File: config.mk
export PLATFORM = sky130hd
export DESIGN_NAME = uart_echo_ctrl
export DESIGN_NICKNAME = d
export VERILOG_FILES = /design/src/rtl/uart_pkg.sv /design/src/rtl/sync_fifo.sv /design/src/rtl/uart_echo_ctrl.sv
export SDC_FILE = /design/constraint.sdc
export NUM_CORES = 1
export LEC_CHECK = 0
export BUFFER_PORTS_ARGS = -buffer_cell sky130_fd_sc_hd__buf_4
export CAP_MARGIN = 40
export CORE_MARGIN = 2
export CORE_UTILIZATION = 40
export CTS_CLUSTER_DIAMETER = 40
export DETAILED_ROUTE_END_ITERATION = 16
export SLEW_MARGIN = 20
export SYNTH_ARGS = -nofsm -noshare
export SYNTH_HDL_FRONTEND = slang
export SYNTH_SLANG_ARGS = --single-unit
File: constraint.sdc
create_clock -name clk -period 3.85 [get_ports clk]
set_input_delay 0.385 -clock clk [delete_from_list [all_inputs] [get_ports clk]]
set_output_delay 0.385 -clock clk [all_outputs]
set_load 0.02 [all_outputs]
File: src/rtl/uart_pkg.sv
// rtl/uart_pkg.sv - shared types and constants for the UART echo bridge
package uart_pkg;

    typedef enum logic {
        IDLE  = 1'b0,
        ARMED = 1'b1
    } parser_state_t;

    localparam logic [7:0] CMD_BYTE_DEFAULT = 8'h4C;

    // Width able to hold every occupancy value 0..depth inclusive
    function automatic int level_width(input int depth);
        return $clog2(depth + 1);
    endfunction

endpackage

File: src/rtl/sync_fifo.sv
// rtl/sync_fifo.sv - first-word fall-through synchronous FIFO, power-of-two depth
module sync_fifo
    import uart_pkg::*;
#(
    parameter int DATA_WIDTH = 8,
    parameter int DEPTH      = 16
) (
    input  logic                          clk,
    input  logic                          rst,
    input  logic                          push,
    input  logic                          pop,
    input  logic [DATA_WIDTH-1:0]         wdata,
    output logic [DATA_WIDTH-1:0]         rdata,
    output logic                          full,
    output logic                          empty,
    output logic [level_width(DEPTH)-1:0] count
);

    localparam int PTR_W = $clog2(DEPTH);
    localparam int LVL_W = level_width(DEPTH);

    logic [PTR_W-1:0]      wr_ptr_q, wr_ptr_d;
    logic [PTR_W-1:0]      rd_ptr_q, rd_ptr_d;
    logic [LVL_W-1:0]      count_q, count_d;
    logic [DATA_WIDTH-1:0] mem_q [DEPTH];
    logic [DATA_WIDTH-1:0] mem_d [DEPTH];
    logic                  push_ok;
    logic                  pop_ok;

    assign full    = (count_q == LVL_W'(DEPTH));
    assign empty   = (count_q == '0);
    assign push_ok = push && !full;
    assign pop_ok  = pop && !empty;
    assign rdata   = mem_q[rd_ptr_q];
    assign count   = count_q;

    // Pointers wrap for free because DEPTH is a power of two
    always_comb begin
        mem_d    = mem_q;
        wr_ptr_d = wr_ptr_q;
        rd_ptr_d = rd_ptr_q;
        count_d  = count_q;
        if (push_ok) begin
            mem_d[wr_ptr_q] = wdata;
            wr_ptr_d        = wr_ptr_q + 1'b1;
        end
        if (pop_ok) begin
            rd_ptr_d = rd_ptr_q + 1'b1;
        end
        case ({push_ok, pop_ok})
            2'b10:   count_d = count_q + 1'b1;
            2'b01:   count_d = count_q - 1'b1;
            default: count_d = count_q;
        endcase
    end

    always_ff @(posedge clk) begin
        if (rst) begin
            wr_ptr_q <= '0;
            rd_ptr_q <= '0;
            count_q  <= '0;
        end else begin
            wr_ptr_q <= wr_ptr_d;
            rd_ptr_q <= rd_ptr_d;
            count_q  <= count_d;
        end
    end

    // Storage needs no reset: an empty count hides stale contents
    always_ff @(posedge clk) begin
        mem_q <= mem_d;
    end

endmodule

File: src/rtl/uart_echo_ctrl.sv
// rtl/uart_echo_ctrl.sv - buffered UART echo bridge with LED command parser
module uart_echo_ctrl
    import uart_pkg::*;
#(
    parameter int                    DATA_WIDTH     = 8,
    parameter int                    DEPTH          = 16,
    parameter int                    LED_WIDTH      = 6,
    parameter bit                    LED_ACTIVE_LOW = 1'b1,
    parameter logic [DATA_WIDTH-1:0] CMD_BYTE       = DATA_WIDTH'(CMD_BYTE_DEFAULT)
) (
    input  logic                          clk,
    input  logic                          rst,
    input  logic [DATA_WIDTH-1:0]         s_axis_tdata,
    input  logic                          s_axis_tvalid,
    output logic                          s_axis_tready,
    output logic [DATA_WIDTH-1:0]         m_axis_tdata,
    output logic                          m_axis_tvalid,
    input  logic                          m_axis_tready,
    input  logic                          cmd_en,
    output logic [LED_WIDTH-1:0]          led,
    output logic [level_width(DEPTH)-1:0] fifo_level
);

    logic                          push;
    logic                          pop;
    logic                          full;
    logic                          empty;
    logic [level_width(DEPTH)-1:0] count;
    parser_state_t                 state_q, state_d;
    logic [LED_WIDTH-1:0]          led_reg_q, led_reg_d;

    assign s_axis_tready = !full && !rst;
    assign m_axis_tvalid = !empty && !rst;
    assign push          = s_axis_tvalid && s_axis_tready;
    assign pop           = m_axis_tvalid && m_axis_tready;
    assign fifo_level    = count;
    assign led           = LED_ACTIVE_LOW ? ~led_reg_q : led_reg_q;

    sync_fifo #(
        .DATA_WIDTH(DATA_WIDTH),
        .DEPTH     (DEPTH)
    ) u_fifo (
        .clk  (clk),
        .rst  (rst),
        .push (push),
        .pop  (pop),
        .wdata(s_axis_tdata),
        .rdata(m_axis_tdata),
        .full (full),
        .empty(empty),
        .count(count)
    );

    // Parser only sees accepted bytes; echo path is unaffected by it
    always_comb begin
        state_d   = state_q;
        led_reg_d = led_reg_q;
        if (!cmd_en) begin
            state_d = IDLE;
            if (push) begin
                led_reg_d = s_axis_tdata[LED_WIDTH-1:0];
            end
        end else if (push) begin
            case (state_q)
                IDLE: begin
                    if (s_axis_tdata == CMD_BYTE) begin
                        state_d = ARMED;
                    end
                end
                ARMED: begin
                    led_reg_d = s_axis_tdata[LED_WIDTH-1:0];
                    state_d   = IDLE;
                end
                default: state_d = IDLE;
            endcase
        end
    end

    always_ff @(posedge clk) begin
        if (rst) begin
            state_q   <= IDLE;
            led_reg_q <= '0;
        end else begin
            state_q   <= state_d;
            led_reg_q <= led_reg_d;
        end
    end

endmodule

==> flow_summary.toml <==
[sta]
worstMarginPinSlew_ns = 0.713
finalCritPeriodShare = 0.757
fin_worst_hold_slack_ns = 0.296
slew_headroom = 0.523
report.final.hold_viol_count = 0
tns_ns = 0
timing.clock.skew_ns = 0.00864
finalMaxSlewViolations = 0
setup_viol_count_final = 0
grt_setup_unrepaired = "no"
achievable-frequency_mhz = 343
finalWorstPathRequiredPeriod_ns = 2.91

[clock_tree]
clock_tree.root_cell = "sky130_fd_sc_hd__clkbuf_16"
cts.path.max_buffers = 2
hold_buffers = 0
cts-htree-levels = 4
numClockSinks = 148
worst_skew_pair.late_latency_ns = 0.42
cts_buffers = 17
tritoncts = "built"
worst_setup_hold_path_clk_slew_ns = 0.06
cts_setup_buffers = 0
post_cts_resize_count = 0

[critical_path]
criticalPathCategory = "flop to flop"
cp_cell_sequence = "nor4_4 -> a21oi_1 -> nand2_1 -> ha_1 -> ha_1 -> a21oi_1 -> a21oi_1 -> or4_1 -> a21oi_1"
rrSetupSlack_ns = 0.94
slowest_cp_cell = "sky130_fd_sc_hd__nor4_4"
worstReg2RegEnd = "u_fifo.count[4]$_SDFFE_PP0P_"
cp-startpoint = "u_fifo.count[0]$_SDFFE_PP0P_"
crit_path_end_kind = "flop"
critical-path-top-cell-by-count = "sky130_fd_sc_hd__a21oi_1"
critPathMaxFanout = 6
worst_r2r_path_depth = 9
timing.critical_path.from_type = "flop"
worst_ep_arrival_time_ns = 3.27
crit-reg2reg-launch = "u_fifo.count[0]$_SDFFE_PP0P_"
cp.required_ns = 4.21
cp_slowest_stage_delay_ns = 0.48

[placed_design]
gp_routability_congestion = 0.817
place.detailed.hpwl_microns = 8060
io_buffers = 33

[yosys]
ys.warnings.count = 0
ys_async_sr_fraction = 0
post_synth.cell_area_avg_sq_um = 17.7
netlist-cell-type-count = 38
mappedNetlistNets = 364
dominantRegCellSynth = "sky130_fd_sc_hd__edfxtp_1"
synth-edff-count = 128
ys_seq_elements = 148
portion_of_the_post_synthesis_area_used_by_sequential_elements = 0.704
mappedNetlistArea_sq_mm = 0.00603
synthCells = 341

[hold_path]
min_path_cells = 1
min_to = "u_fifo.mem_q[2]$_DFFE_PP_"
worstHoldStart = "s_axis_tdata[2]"
min-delay-path-class = "input port to flop"

[die]
row_count = 44
die_w_microns = 127
overall_die_height_microns = 127
die_area_sq_mm = 0.0161
num_io_pins = 34
core_sq_mm = 0.0146
initial_cell_density_of_the_core = 0.412

[route]
routed_via_density = 5.28
drt_iter0_drc = 269
drc_errors = 0
number_of_iterations_in_the_first_detailed_routing_pass = 5
wl_per_instance_microns = 20.5
wl_microns = 12200
total_vias_in_the_final_route = 3131
route.antenna.remaining_nets = 0

[grt]
antenna_violations_before_repair = 0
grt_util_all_layers = 0.162
grt_pass1_vias = 3264
largest_net_degree_at_the_start_of_global_routing = 33
global_route_wire_length_before_repair_microns = 18700
gr_ovfl_total = 0

[final_layout]
multi_input_area_sq_mm = 0.00165
antenna_cells_inserted = 0
post_route_cells_drive_above_1_share = 0.269
layout_commonest_cell = "sky130_fd_sc_hd__edfxtp_1"
syn_to_final_growth_pct = 18.7
layout.core_utilization = 0.489
fin_nets = 419
fillCellCount = 1207
final-seq-area_sq_mm = 0.00425
mostFrequentLayoutCells = "sky130_fd_sc_hd__edfxtp_1, sky130_fd_sc_hd__buf_4, sky130_fd_sc_hd__nor2_1"

[power]
power_density_mw_per_mm2 = 543
peakVddDrop_mv = 0.299
power.leakage_uw = 0.00244

[job]
cap_viol_max_count = 0

[status]
outcome = "finished, final reports clean"
==> state kept, by name, summed over array words and instances (netlist names) <==
name             cells
u_fifo.count         5
led_reg_q            6
u_fifo.mem_q       128
u_fifo.rd_ptr_q      4
u_fifo.wr_ptr_q      4
state_q              1
==> layer usage <==
layer / track usage / part of all wire / vias up
met1: 0.211 / 0.44 / 1587
li1: - / - / 1453
met4: 0.0718 / 0.0081 / 0
met5: 0 / 0 / -
met2: 0.262 / 0.50 / 81
met3: 0.0358 / 0.044 / 10
==> worst max-delay path by stage <==
| stage | to | slack (ns) |
|---|---|---|
| after floorplan | u_fifo.count[4]$_SDFFE_PP0P_ | 0.85 |
| after global placement | u_fifo.count[4]$_SDFFE_PP0P_ | 1.05 |
| after detailed placement | u_fifo.count[4]$_SDFFE_PP0P_ | 0.96 |
| after CTS | u_fifo.count[4]$_SDFFE_PP0P_ | 0.95 |
| after global routing | u_fifo.count[4]$_SDFFE_PP0P_ | 0.74 |
| final | u_fifo.count[4]$_SDFFE_PP0P_ | 0.94 |
==> power by group <==
| group | total [uW] | internal [uW] | switching (uW) |
|---|---|---|---|
| Sequential | 1800 | 1770 | 32.4 |
| Combinational | 416 | 201 | 215 |
| Clock | 1670 | 1070 | 601 |
| Total | 3890 | 3040 | 849 |
==> cell usage after synthesis (2+ instances only) <==
cell type,count,area share
sky130_fd_sc_hd__edfxtp_1,128,0.64
sky130_fd_sc_hd__nor2_1,39,0.024
sky130_fd_sc_hd__mux4_2,28,0.10
sky130_fd_sc_hd__dfxtp_1,20,0.066
sky130_fd_sc_hd__a22oi_1,16,0.020
sky130_fd_sc_hd__nand2_1,16,0.010
sky130_fd_sc_hd__inv_1,11,0.0068
sky130_fd_sc_hd__mux2i_1,11,0.018
sky130_fd_sc_hd__ha_1,9,0.019
sky130_fd_sc_hd__a21oi_1,8,0.0066
sky130_fd_sc_hd__clkbuf_1,5,0.0031
sky130_fd_sc_hd__mux4_1,4,0.017
sky130_fd_sc_hd__nand3_1,4,0.0033
sky130_fd_sc_hd__xor2_1,4,0.0058
sky130_fd_sc_hd__buf_4,3,0.0037
sky130_fd_sc_hd__buf_6,3,0.0056
sky130_fd_sc_hd__nor2b_1,3,0.0031
sky130_fd_sc_hd__o211ai_1,3,0.0037
sky130_fd_sc_hd__xnor2_1,3,0.0044
sky130_fd_sc_hd__and3_1,2,0.0021
sky130_fd_sc_hd__buf_1,2,0.0012
sky130_fd_sc_hd__nand3b_1,2,0.0025
sky130_fd_sc_hd__or4_1,2,0.0025
==> worst max-delay path, delay by kind of cell, from the launching register on <==
| family | cells | cell delay (ns) |
|---|---|---|
| DFF | 1 | 0.39 |
| AOI/OAI and AO/OA | 4 | 0.68 |
| and+or+nand+nor | 3 | 1.17 |
| adders and majority gates | 2 | 0.61 |
==> stage by stage <==
stage / cell area [sq um] / total power (uW) / setup slack [ns] / std cells
detailed placement: 6530 / 2260 / 0.956 / 557
global route: 7160 / 4030 / 0.740 / 593
finish: 7160 / 3890 / 0.935 / 593
floorplan: 6030 / 2120 / 0.845 / 341
CTS: 7130 / 3930 / 0.945 / 589
global placement: 6440 / 2250 / 1.05 / 545
==> cell type report <==
| class | instances | share of cell area |
|---|---|---|
| Sequential cell | 148 | 0.593 |
| Multi-Input combinational cell | 167 | 0.230 |
| Clock buffer | 19 | 0.0605 |
| Timing Repair Buffer | 51 | 0.0552 |
| Tap cell | 184 | 0.0322 |
| Clock inverter | 13 | 0.0227 |
| Inverter | 11 | 0.00577 |
==> cell families (layout without fill, tap and decap cells) <==
family | Yosys count | in the layout | share of synthesized area
adders and majority gates | 10 | 10 | 0.0220
and+or+nand+nor | 75 | 75 | 0.0598
muxes | 43 | 43 | 0.140
AOI/OAI and AO/OA | 32 | 32 | 0.0413
xor gates and xnor gates | 7 | 7 | 0.0102
DFF | 148 | 148 | 0.704
buffers and inverters | 26 | 94 | 0.0226
Note: power is estimated with default switching activity, not from simulation.
